--- config.mk ---
export PLATFORM = sky130hd
export DESIGN_NAME = logic_issue_arbiter
export DESIGN_NICKNAME = d
export VERILOG_FILES = /design/src/rtl/logic_issue_arbiter_pkg.sv /design/src/rtl/logic_issue_arbiter_fifo.sv /design/src/rtl/logic_issue_arbiter.sv
export SDC_FILE = /design/constraint.sdc
export NUM_CORES = 1
export LEC_CHECK = 0
export BUFFER_PORTS_ARGS = -buffer_cell sky130_fd_sc_hd__buf_2
export CAP_MARGIN = 20
export CORE_MARGIN = 10
export CORE_UTILIZATION = 45
export DETAILED_ROUTE_END_ITERATION = 8
export PLACE_DENSITY = 0.81
export SYNTH_ARGS = -nofsm -noshare
export SYNTH_HDL_FRONTEND = slang
export SYNTH_SLANG_ARGS = --single-unit
--- constraint.sdc ---
create_clock -name clk -period 7.55 [get_ports clk]
set_clock_uncertainty 0.15 [all_clocks]
set_input_delay 1.1325 -clock clk [delete_from_list [all_inputs] [get_ports clk]]
set_output_delay 1.1325 -clock clk [all_outputs]
set_load 0.01 [all_outputs]
--- src/rtl/logic_issue_arbiter_pkg.sv ---
// logic_issue_arbiter_pkg: logic control codes, result-buffer depth and default operand width
`ifndef DATA_WIDTH
`define DATA_WIDTH 32
`endif
package logic_issue_arbiter_pkg;
   localparam int MSB_CTRL = 2;
   localparam logic [2:0] CTRL_AND  = 3'b000;
   localparam logic [2:0] CTRL_OR   = 3'b001;
   localparam logic [2:0] CTRL_XOR  = 3'b010;
   localparam logic [2:0] CTRL_ANDI = 3'b100;
   localparam logic [2:0] CTRL_ORI  = 3'b101;
   localparam logic [2:0] CTRL_XORI = 3'b110;
   localparam int LU_ARB_DEPTH = 2;
   // result entries are packed MSB-first as {data, tag, src}
   function automatic int lu_entry_width(input int dw, input int tw);
      return dw + tw + 1;
   endfunction
endpackage

--- src/rtl/logic_issue_arbiter_fifo.sv ---
// lu_arb_fifo: 2-entry synchronous result FIFO with occupancy count
module lu_arb_fifo
   import logic_issue_arbiter_pkg::*;
#(
   parameter int W = 38
) (
   input  logic         clk,
   input  logic         rst_n,
   input  logic         push_i,
   input  logic [W-1:0] data_i,
   input  logic         pop_i,
   output logic [W-1:0] data_o,
   output logic         valid_o,
   output logic [1:0]   count_o
);
   logic [W-1:0] mem_q [LU_ARB_DEPTH];
   logic         wr_q, rd_q;
   logic [1:0]   count_q, count_d;
   assign count_d = count_q + {1'b0, push_i} - {1'b0, pop_i};
   assign data_o  = mem_q[rd_q];
   assign valid_o = count_q != 2'd0;
   assign count_o = count_q;
   always_ff @(posedge clk or negedge rst_n) begin
      if (!rst_n) begin
         mem_q[0] <= '0;
         mem_q[1] <= '0;
         wr_q     <= 1'b0;
         rd_q     <= 1'b0;
         count_q  <= 2'd0;
      end else begin
         if (push_i) mem_q[wr_q] <= data_i;
         wr_q    <= wr_q ^ push_i;
         rd_q    <= rd_q ^ pop_i;
         count_q <= count_d;
      end
   end
   // upstream credit must never let a push land on a full buffer without a pop
   assert property (@(posedge clk) disable iff (!rst_n) !(push_i && !pop_i && count_q == 2'd2));
endmodule

--- src/rtl/logic_issue_arbiter.sv ---
// logic_issue_arbiter: round-robin issue of two requesters onto one logical_unit; LU_ARB_PERF_CNT_EN adds grant/stall counters
module logic_issue_arbiter
   import logic_issue_arbiter_pkg::*;
#(
   parameter int DATA_WIDTH = `DATA_WIDTH,
   parameter int TAG_WIDTH  = 5,
   parameter int OUT_DEPTH  = LU_ARB_DEPTH
) (
   input  logic                  clk,
   input  logic                  reset,
   input  logic                  req0_valid,
   output logic                  req0_ready,
   input  logic [2:0]            req0_type,
   input  logic [DATA_WIDTH-1:0] req0_src1,
   input  logic [DATA_WIDTH-1:0] req0_src2,
   input  logic [20:0]           req0_imm,
   input  logic [TAG_WIDTH-1:0]  req0_tag,
   input  logic                  req1_valid,
   output logic                  req1_ready,
   input  logic [2:0]            req1_type,
   input  logic [DATA_WIDTH-1:0] req1_src1,
   input  logic [DATA_WIDTH-1:0] req1_src2,
   input  logic [20:0]           req1_imm,
   input  logic [TAG_WIDTH-1:0]  req1_tag,
   output logic                  lu_uop_valid,
   output logic [2:0]            lu_logic_type,
   output logic [DATA_WIDTH-1:0] lu_src1,
   output logic [DATA_WIDTH-1:0] lu_src2,
   output logic [20:0]           lu_imm,
   input  logic [DATA_WIDTH-1:0] lu_result,
   output logic                  res_valid,
   input  logic                  res_ready,
   output logic [DATA_WIDTH-1:0] res_data,
   output logic [TAG_WIDTH-1:0]  res_tag,
   output logic                  res_src,
   output logic                  busy
`ifdef LU_ARB_PERF_CNT_EN
   ,
   output logic [31:0]           perf_grant0,
   output logic [31:0]           perf_grant1,
   output logic [31:0]           perf_stall
`endif
);
   localparam int EW = lu_entry_width(DATA_WIDTH, TAG_WIDTH);
   logic                  rr_q, rr_d, e1_valid_q, e1_src_q, pop, credit_ok, gnt, gnt_src;
   logic [2:0]            e1_type_q;
   logic [TAG_WIDTH-1:0]  e1_tag_q;
   logic [DATA_WIDTH-1:0] src1_q, src2_q;
   logic [20:0]           imm_q;
   logic [1:0]            count;
   logic [EW-1:0]         head;
   assign pop       = res_valid & res_ready;
   // counts the op in E1 as already occupying a slot, so a grant never overruns the buffer
   assign credit_ok = ({1'b0, count} + {2'b0, e1_valid_q} - {2'b0, pop}) < 3'(OUT_DEPTH);
   always_comb begin
      gnt     = reset & (req0_valid | req1_valid) & credit_ok;
      gnt_src = (req0_valid & req1_valid) ? rr_q : req1_valid;
      rr_d    = gnt ? ~gnt_src : rr_q;
   end
   assign req0_ready    = gnt & ~gnt_src;
   assign req1_ready    = gnt & gnt_src;
   assign lu_src1       = !gnt ? src1_q : gnt_src ? req1_src1 : req0_src1;
   assign lu_src2       = !gnt ? src2_q : gnt_src ? req1_src2 : req0_src2;
   assign lu_imm        = !gnt ? imm_q  : gnt_src ? req1_imm  : req0_imm;
   assign lu_uop_valid  = e1_valid_q;
   assign lu_logic_type = e1_type_q;
   assign busy          = e1_valid_q | res_valid;
   assign {res_data, res_tag, res_src} = head;
   always_ff @(posedge clk or negedge reset) begin
      if (!reset) begin
         rr_q       <= 1'b0;
         e1_valid_q <= 1'b0;
         e1_src_q   <= 1'b0;
         e1_type_q  <= '0;
         e1_tag_q   <= '0;
         src1_q     <= '0;
         src2_q     <= '0;
         imm_q      <= '0;
      end else begin
         rr_q       <= rr_d;
         e1_valid_q <= gnt;
         if (gnt) begin
            e1_src_q  <= gnt_src;
            e1_type_q <= gnt_src ? req1_type : req0_type;
            e1_tag_q  <= gnt_src ? req1_tag : req0_tag;
            src1_q    <= lu_src1;
            src2_q    <= lu_src2;
            imm_q     <= lu_imm;
         end
      end
   end
   lu_arb_fifo #(.W(EW)) u_fifo (
      .clk     (clk),
      .rst_n   (reset),
      .push_i  (e1_valid_q),
      .data_i  ({lu_result, e1_tag_q, e1_src_q}),
      .pop_i   (pop),
      .data_o  (head),
      .valid_o (res_valid),
      .count_o (count)
   );
`ifdef LU_ARB_PERF_CNT_EN
   always_ff @(posedge clk or negedge reset) begin
      if (!reset) begin
         perf_grant0 <= '0;
         perf_grant1 <= '0;
         perf_stall  <= '0;
      end else begin
         perf_grant0 <= perf_grant0 + {31'b0, req0_ready};
         perf_grant1 <= perf_grant1 + {31'b0, req1_ready};
         perf_stall  <= perf_stall + {31'b0, (req0_valid | req1_valid) & ~credit_ok};
      end
   end
`endif
endmodule

After elaboration in Yosys (flattened, before gate mapping). Cells that the tools add are included.

Register bits after elaboration: 176. ROM bits: 0. Memories: 0. Input port bits: 223. Output and inout port bits: 131. Word-level logic and storage cells: 51. Bits in writable memories: 0. Bits in latches: 0.

Bitwise operators: 13. $mul: 0. Eq/ne operators: 0. Multiplexer cells: 15. Div/mod/pow operators: 0. Add/sub/neg operators: 4. Shift-type cells: 0. Order comparisons: 4. Reductions and logical operators: 2.

Operators by type and width (number): 2-to-1 mux 38 bit (4); 2-to-1 mux 32 bit (4); bitwise mux 76 bit (1); 2-to-1 mux 21 bit (2); demux 38 bit (select 1 bit) (1); AND 1 bit (6); 2-to-1 mux 5 bit (1); greater-or-equal comparator 2 bit (second input constant) (2); NOT 1 -> 2 bit (2); adder 2 x 1 -> 3 bit (1); less-than comparator 3 x 2 -> 1 bit (second input constant) (1); 2-to-1 mux 3 bit (1); subtractor 3 x 1 -> 3 bit (1); adder 2 x 1 -> 2 bit (1); less-than comparator 2 x 1 -> 1 bit (second input constant) (1); OR 1 bit (2); nonzero test 2 bit (1); subtractor 2 x 1 -> 2 bit (1); XOR 1 bit (2); logical AND 1 bit (1); 2-to-1 mux 1 bit (1); NOT 1 bit (1).

Longest topological paths before layout. Gate-level depths: netlist of the first run.

Depth in word-level cells: 6. Mapped depth: 12. Mapped depth without buffers: 10.

Hierarchy. Synthesis of the first run repeated with hierarchy kept, for this count alone.

Cell total of the unflattened synthesis: 878. Area, all modules: 9374.0 µm².

Modules (own cells, without submodules): logic_issue_arbiter (seq. area each 2402.3 µm², times used 1, area each 5677.9 µm², cells an instance 661); lu_arb_fifo (seq. area each 2001.9 µm², times used 1, area each 3696.0 µm², cells an instance 217).

Worst setup path after synthesis of the first run. OpenSTA, ideal clock, no wires.

Path type: input to output. Start: in res_ready. End: out lu_src1[20]. Setup slack: 2.962 ns. Data required time: 6.267 ns. Arrival time: 3.305 ns. Path buffers: 2. Stages: 10. Cells stage by stage: and2_1 > ha_1 > inv_1 > ha_1 > fa_1 > nor2b_1 > buf_2 > buf_1 > a31oi_1 > a31oi_1.

Word-level cells in the longest chain between the ends: 5.

RTL lines: from (decl) (RTL line logic_issue_arbiter.sv:32) `input logic res_ready,`; AND 1 bit (RTL line logic_issue_arbiter.sv:52) `assign pop = res_valid & res_ready;`; subtractor 3 x 1 -> 3 bit (RTL line logic_issue_arbiter.sv:54) `assign credit_ok = ({1'b0, count} + {2'b0, e1_valid_q} - {2'b0, pop}) < 3'(OUT_DEPTH);`; less-than comparator 3 x 2 -> 1 bit (RTL line logic_issue_arbiter.sv:54); AND 1 bit (RTL line logic_issue_arbiter.sv:56) `gnt = reset & (req0_valid | req1_valid) & credit_ok;`; 2-to-1 mux 32 bit (RTL line logic_issue_arbiter.sv:62) `assign lu_src1 = !gnt ? src1_q : gnt_src ? req1_src1 : req0_src1;`; to (decl) (RTL line logic_issue_arbiter.sv:27) `output logic [DATA_WIDTH-1:0] lu_src1,`.

No other way between the ends.

Final worst setup path of the first run.
Start: reg u_fifo.count_q[1] (netlist: u_fifo.count_o[1]). End: out lu_imm[0].

Word-level cells in the longest chain between the ends: 6. Elaborated cells between the ends (all ways): 7. Those cells by class: 2 x add/sub; 1 x order compare; 1 x mux; 2 x bitwise; 1 x reduce/logical.

RTL lines: from (decl) (RTL line logic_issue_arbiter_fifo.sv:18) `logic [1:0] count_q, count_d;`; from (signal assigned) (RTL line logic_issue_arbiter_fifo.sv:34) `count_q <= count_d;`; branches (longest 2 deep; another with adder 2 x 1 -> 3 bit); subtractor 3 x 1 -> 3 bit * (RTL line logic_issue_arbiter.sv:54); less-than comparator 3 x 2 -> 1 bit * (RTL line logic_issue_arbiter.sv:54); AND 1 bit * (RTL line logic_issue_arbiter.sv:56); 2-to-1 mux 21 bit * (RTL line logic_issue_arbiter.sv:64) `assign lu_imm = !gnt ? imm_q : gnt_src ? req1_imm : req0_imm;`; to (decl) (RTL line logic_issue_arbiter.sv:29) `output logic [20:0] lu_imm,`.

Mark *: on every way between the ends.

==> summary.txt, run 1 <==
Worst setup path
  – Crit path max fanout: 93
  – Worst EP arrival: 4.22 ns
  – Crit end category: output port
  – Crit-path slowest cell: buf_4
  – Crit Path Class: register to output port
  – Critical path startpoint category: register
  – Largest stage delay on the critical path: 0.75 ns
  – CP Cell Sequence: or2_2 > and2_1 > ha_1 > inv_1 > ha_1 > fa_1 > nor2b_4 > buf_4 > a31oi_1 > a31oi_1 > buf_2
  – Crit path required time: 6.27 ns

Yosys
  – Synth Cell Area: 0.009191 mm^2
  – Flops & latches, synth: 176
  – Syn avg cell area: 10.47 um^2
  – Post-synth cell types: 23
  – Sequential cell area fraction in the yosys report: 47.92%
  – Synth Instances: 878
  – Post-synth net total: 1106
  – Synth Warn #: 0

Routing
  – WL per Instance: 21.29 um
  – Routed Antenna Nets: 0
  – # DRC: 0
  – Initial DRC Count: 767
  – Total number of vias: 8757
  – TritonRoute pass-1 iters: 7
  – Routed WL: 30740 um
  – Routed vias/inst: 6.064

Finish
  – Finished Core Util: 57.79%
  – Area Overhead vs Synth: 26.80%
  – # fillers: 1726
  – Fin nets: 1386
  – Leading cell type in the layout, fill and taps excluded: buf_2
  – Share of cells above drive strength 1: 44.49%
  – Most frequent cells in the layout: buf_2, a31oi_1, dfrtp_1, mux2_2, nand3b_1
  – Fin area: 0.01165 mm^2

Placement
  – Hpwl dp: 21150 um
  – Dpl ws: 2.176 ns
  – Port Buffers: 353
  – Dpl cell area: 0.01103 mm^2
  – Final GP Congestion: 0.7976

Die
  – Die Area: 0.02654 mm^2
  – Die width: 162.9 um
  – Die H: 162.9 um
  – I/O pin cnt: 354
  – Starting density of the core: 45.57%
  – Core area: 0.02017 mm^2
  – Num rows: 52

GRT
  – Initial antenna violation count: 3
  – First-pass GRT wire length: 47490 um
  – Largest net degree at the start of global routing: 140
  – Number of global-route vias before repair: 8870
  – Grt total ovfl: 0
  – Gr usage total: 22.15%

CTS
  – TritonCTS buffer count: 17
  – Hold-fix buffers, CTS: 0
  – Clock Path Buffers: 2
  – Worst-path clk slew: 0.07 ns
  – H-tree depth: 4
  – PostCTS Resize Cnt: 0
  – Postcts setup bufs: 0
  – Clock Sinks: 176
  – Clock latency on the worst-skew pair: 0.42 ns
  – TritonCTS clock tree: built
  – Root Buffer: clkbuf_16

STA
  – Pins Over Slew Limit: 0
  – Final Hold Fails: 0
  – Period utilisation layout: 72.84%
  – Unrepaired setup endpoints after global routing: false
  – Rel. slew slack: 29.84%
  – Setup violations, final: 0
  – Actual slew at the worst max-slew pin: 1.052 ns
  – Min Clock Period, post-route: 5.499 ns
  – Peak Freq: 181.8 MHz
  – Final WS setup: 2.051 ns
  – Setup TNS: 0 ns

Power
  – Max IR drop VDD: 0.4316 mV
  – Pleak: 4.994 nW
  – Power Dens Cells: 474.4 mW/mm^2

Min path
  – Min-delay worst type: register to register

Outcome
  – Outcome: finished clean

Flow run
  – # Max-Cap Violations: 0
==> routing by layer <==
layer | global-route usage [%] | vias to the layer above | wire length [um]
met4 | 8.730 | 2 | 868
met3 | 8.569 | 55 | 2952
met5 | 0 | - | 14
met1 | 25.81 | 4338 | 11850
li1 | - | 3979 | -
met2 | 36.08 | 383 | 15050
==> registers in the layout, summed over array words and instances (netlist names) <==
| name | count |
|---|---|
| u_fifo.mem_q | 76 |
| src1_q | 32 |
| src2_q | 32 |
| imm_q | 21 |
| e1_tag_q | 5 |
| lu_logic_type | 3 |
| u_fifo.count_o | 2 |
| e1_src_q | 1 |
| lu_uop_valid | 1 |
| rr_q | 1 |
| u_fifo.rd_q | 1 |
| u_fifo.wr_q | 1 |
==> area by class of cell <==
cell class / count / area [um^2] / share of cell area (%)
antenna: 3 / 7.507 / 0.06441
sequential: 176 / 4404 / 37.79
tap: 270 / 337.8 / 2.899
clock buffer: 18 / 429.2 / 3.682
timing repair buffer: 364 / 1896 / 16.26
clock inverter: 14 / 188.9 / 1.621
multi-input combinational: 591 / 4359 / 37.40
inverter: 8 / 32.53 / 0.2791
==> logic make-up (layout without fill, tap and decap cells) <==
group	count (synthesis)	in the layout	share of synthesized area [%]
xor gates and xnor gates	2	2	0.1906
other	0	3	0
adders and majority gates	5	5	0.7624
AOI/OAI and AO/OA	364	364	23.51
and+or+nand+nor	104	104	8.304
DFF	176	176	47.92
buffers and inverters	111	404	5.105
muxes	116	116	14.21
==> critical path: cells and delay by family, from the launching register on <==
family                   cells  cell delay [ns]
buffers and inverters        3             0.99
adder cells (fa/ha/maj)      3             0.98
AND/OR/NAND/NOR              3             0.72
AO/OA/AOI/OAI                2             0.55
flip-flops                   1             0.46
==> synthesized netlist by cell type (all sizes together) <==
cell	n	share of area [%]
a31oi	271	18
and2	1	0.068
buf	50	2.6
clkbuf	53	2.2
dfrtp	176	48
fa	1	0.22
ha	4	0.54
inv	8	0.33
mux2	116	14
nand2b	1	0.068
nand3	1	0.11
nand3b	93	7.6
nor2	3	0.12
nor2b	2	0.14
o21ai	93	5.1
or2	2	0.14
or3	1	0.068
xor2	2	0.19
==> power by group <==
part           internal (mW)  switching [mW]
Sequential              1.43           0.198
Combinational           1.23            1.75
Clock                  0.507           0.419
Total                   3.17            2.36
==> path summary, 6_finish.rpt <==
kind / from / to / slack, ns / cells past startpoint
min: u_fifo.mem_q[41]$_DFFE_PN0P_ / u_fifo.mem_q[41]$_DFFE_PN0P_ / 0.35 / 1
max reg2reg: u_fifo.count_o[1]$_DFF_PN0_ / rr_q$_DFFE_PN0P_ / 3.78 / 11
min in group asynchronous: reset / u_fifo.mem_q[66]$_DFFE_PN0P_ / 0.46 / 1
min reg2reg: u_fifo.mem_q[41]$_DFFE_PN0P_ / u_fifo.mem_q[41]$_DFFE_PN0P_ / 0.35 / 1
max: u_fifo.count_o[1]$_DFF_PN0_ / lu_imm[0] / 2.05 / 11
max in group asynchronous: reset / src2_q[24]$_DFFE_PN0P_ / 5.51 / 2
==> stage by stage <==
stage          hold WS (ns)  total power, mW  cells
6_report             0.3536            5.529   1444
5_1_grt              0.3666            5.917   1442
3_3_place_gp         0.3332            4.521   1408
4_1_cts              0.3591            5.566   1441
2_1_floorplan        0.3250            3.556    878
3_5_place_dp         0.3411            4.617   1409
Power figures use the tool's default switching activity.
==> run 2: changes to the inputs <==
==> constraint.sdc (replaced) <==
create_clock -name clk -period 5.7 [get_ports clk]
set_clock_uncertainty 0.15 [all_clocks]
set_input_delay 0.855 -clock clk [delete_from_list [all_inputs] [get_ports clk]]
set_output_delay 0.855 -clock clk [all_outputs]
set_load 0.01 [all_outputs]
==> run 2 against run 1 <==
  * Routed wire length up 0.20%
  * Power up 32%
  * Combinational power is 33% higher
  * Sequential power increased by 33%
  * Die area stayed put
  * Clock power grew 27%
  * Worst setup slack got worse by 1.5 ns
  * Critical path type unchanged
  * Largest power group unchanged
==> summary.txt, run 2 (synthesized netlist as in run 1, its figures left out) <==
CTS
  – PostCTS Resize Cnt: 0
  – TritonCTS clock tree: built
  – Clock Path Buffers: 2
  – Postcts setup bufs: 0
  – H-tree depth: 4
  – Worst-path clk slew: 0.07 ns
  – TritonCTS buffer count: 17
  – Clock latency on the worst-skew pair: 0.41 ns
  – Clock Sinks: 176
  – Hold-fix buffers, CTS: 0
  – Root Buffer: clkbuf_16

Die
  – I/O pin cnt: 354
  – Die width: 162.9 um
  – Num rows: 52
  – Die Area: 0.02654 mm^2
  – Die H: 162.9 um
  – Starting density of the core: 45.57%
  – Core area: 0.02017 mm^2

Worst setup path
  – Crit path required time: 4.70 ns
  – CP Cell Sequence: or2_2 > and2_1 > ha_1 > inv_1 > ha_1 > fa_1 > xor2_4 > buf_4 > a31oi_1 > a31oi_1 > buf_2
  – Worst EP arrival: 4.16 ns
  – R2R Path End: imm_q[19]$_DFFE_PN0P_
  – Crit Path Class: register to output port
  – R2r startpoint: u_fifo.count_o[1]$_DFF_PN0_
  – Crit path max fanout: 93
  – Crit-path slowest cell: buf_4
  – Critical path startpoint category: register
  – Largest stage delay on the critical path: 0.76 ns
  – Worst path buffer plus inverter count: 3
  – Crit end category: output port
  – Worst r2r path cells: 10
  – Flop2flop setup slack: 1.94 ns
  – Family with the most delay on the worst path: buffers and inverters

GRT
  – Largest net degree at the start of global routing: 94
  – Gr usage total: 21.89%
  – Initial antenna violation count: 5
  – Grt total ovfl: 0
  – First-pass GRT wire length: 47290 um
  – Number of global-route vias before repair: 8844

STA
  – Final WS setup: 0.5351 ns
  – Setup TNS: 0 ns
  – Min Clock Period, post-route: 5.165 ns
  – Pins Over Slew Limit: 0
  – Unrepaired setup endpoints after global routing: false
  – Actual slew at the worst max-slew pin: 1.087 ns
  – Final Hold Fails: 0
  – Rel. slew slack: 27.56%
  – Setup violations, final: 0
  – Peak Freq: 193.6 MHz
  – Period utilisation layout: 90.61%

Finish
  – Area Overhead vs Synth: 26.75%
  – Share of cells above drive strength 1: 44.72%
  – Biggest registers after layout: u_fifo.mem_q: 76 flops, src1_q: 32 flops, src2_q: 32 flops
  – Leading cell type in the layout, fill and taps excluded: buf_2
  – Fin area: 0.01165 mm^2
  – Biggest register: u_fifo.mem_q
  – Number of flip-flops in the largest register: 76
  – Finished Core Util: 57.76%
  – Most frequent cells in the layout: buf_2, a31oi_1, dfrtp_1, mux2_2, nand3b_1
  – Fin nets: 1389

Routing
  – Initial DRC Count: 757
  – Total number of vias: 8773
  – Routed WL: 30800 um
  – Routed vias/inst: 6.071
  – TritonRoute pass-1 iters: 6
  – # DRC: 0
  – Routed Antenna Nets: 0
  – WL per Instance: 21.31 um

Power
  – Power Dens Cells: 626.5 mW/mm^2
  – Max IR drop VDD: 0.3908 mV
  – Pleak: 4.995 nW

Placement
  – Dpl ws: 0.9783 ns
  – Final GP Congestion: 0.8205
  – Dpl cell area: 0.01105 mm^2
  – Port Buffers: 353
  – Hpwl dp: 21370 um

Min path
  – Min-delay worst type: primary input to async pin

Flow run
  – # Max-Cap Violations: 0

Outcome
  – Outcome: finished clean
## run 2: final cells by class
cell class	count	area, um^2
Multi-Input combinational cell	591	4359
Fill cell	1720	8519
Clock buffer	17	425.4
Timing Repair Buffer	367	1918
Antenna cell	1	2.502
Sequential cell	176	4404
Inverter	8	32.53
Tap cell	270	337.8
Clock inverter	15	170.2
## run 2: worst max-delay path by stage
stage	to	startpoint	slack (ns)	cells after the start
after detailed placement	lu_imm[9]	res_ready	0.98	11
after global routing	lu_imm[10]	u_fifo.count_o[1]$_DFF_PN0_	0.35	11
after CTS	lu_imm[12]	u_fifo.count_o[1]$_DFF_PN0_	0.56	11
after floorplan	lu_src1[20]	res_ready	1.67	10
final	lu_imm[15]	u_fifo.count_o[1]$_DFF_PN0_	0.54	11
after global placement	lu_imm[12]	res_ready	0.97	11
## run 2: report_power, final
part	total, mW	leakage [nW]	internal [mW]	switching, mW
clock	1.18	0.284	0.626	0.549
combinational	3.95	2.67	1.65	2.30
sequential	2.17	2.04	1.89	0.279
## run 2: metal layers
| layer | part of all wire, % | vias to the layer above | wire length, um | track usage, % |
|---|---|---|---|---|
| li1 | - | 3983 | - | - |
| met3 | 9.3 | 40 | 2855 | 7.786 |
| met1 | 39 | 4339 | 12000 | 26.00 |
| met2 | 50 | 405 | 15360 | 36.43 |
| met5 | 0.11 | - | 34 | 0 |
| met4 | 1.8 | 6 | 546 | 6.721 |
## run 2: stage by stage
| stage | std cells | power, mW | hold slack [ns] |
|---|---|---|---|
| after CTS | 1444 | 7.349 | 0.2552 |
| after detailed placement | 1412 | 6.143 | 0.3398 |
| final | 1445 | 7.299 | 0.2535 |
| after global routing | 1445 | 7.797 | 0.2753 |
| after global placement | 1412 | 6.036 | 0.3332 |
| after floorplan | 878 | 4.710 | 0.3250 |
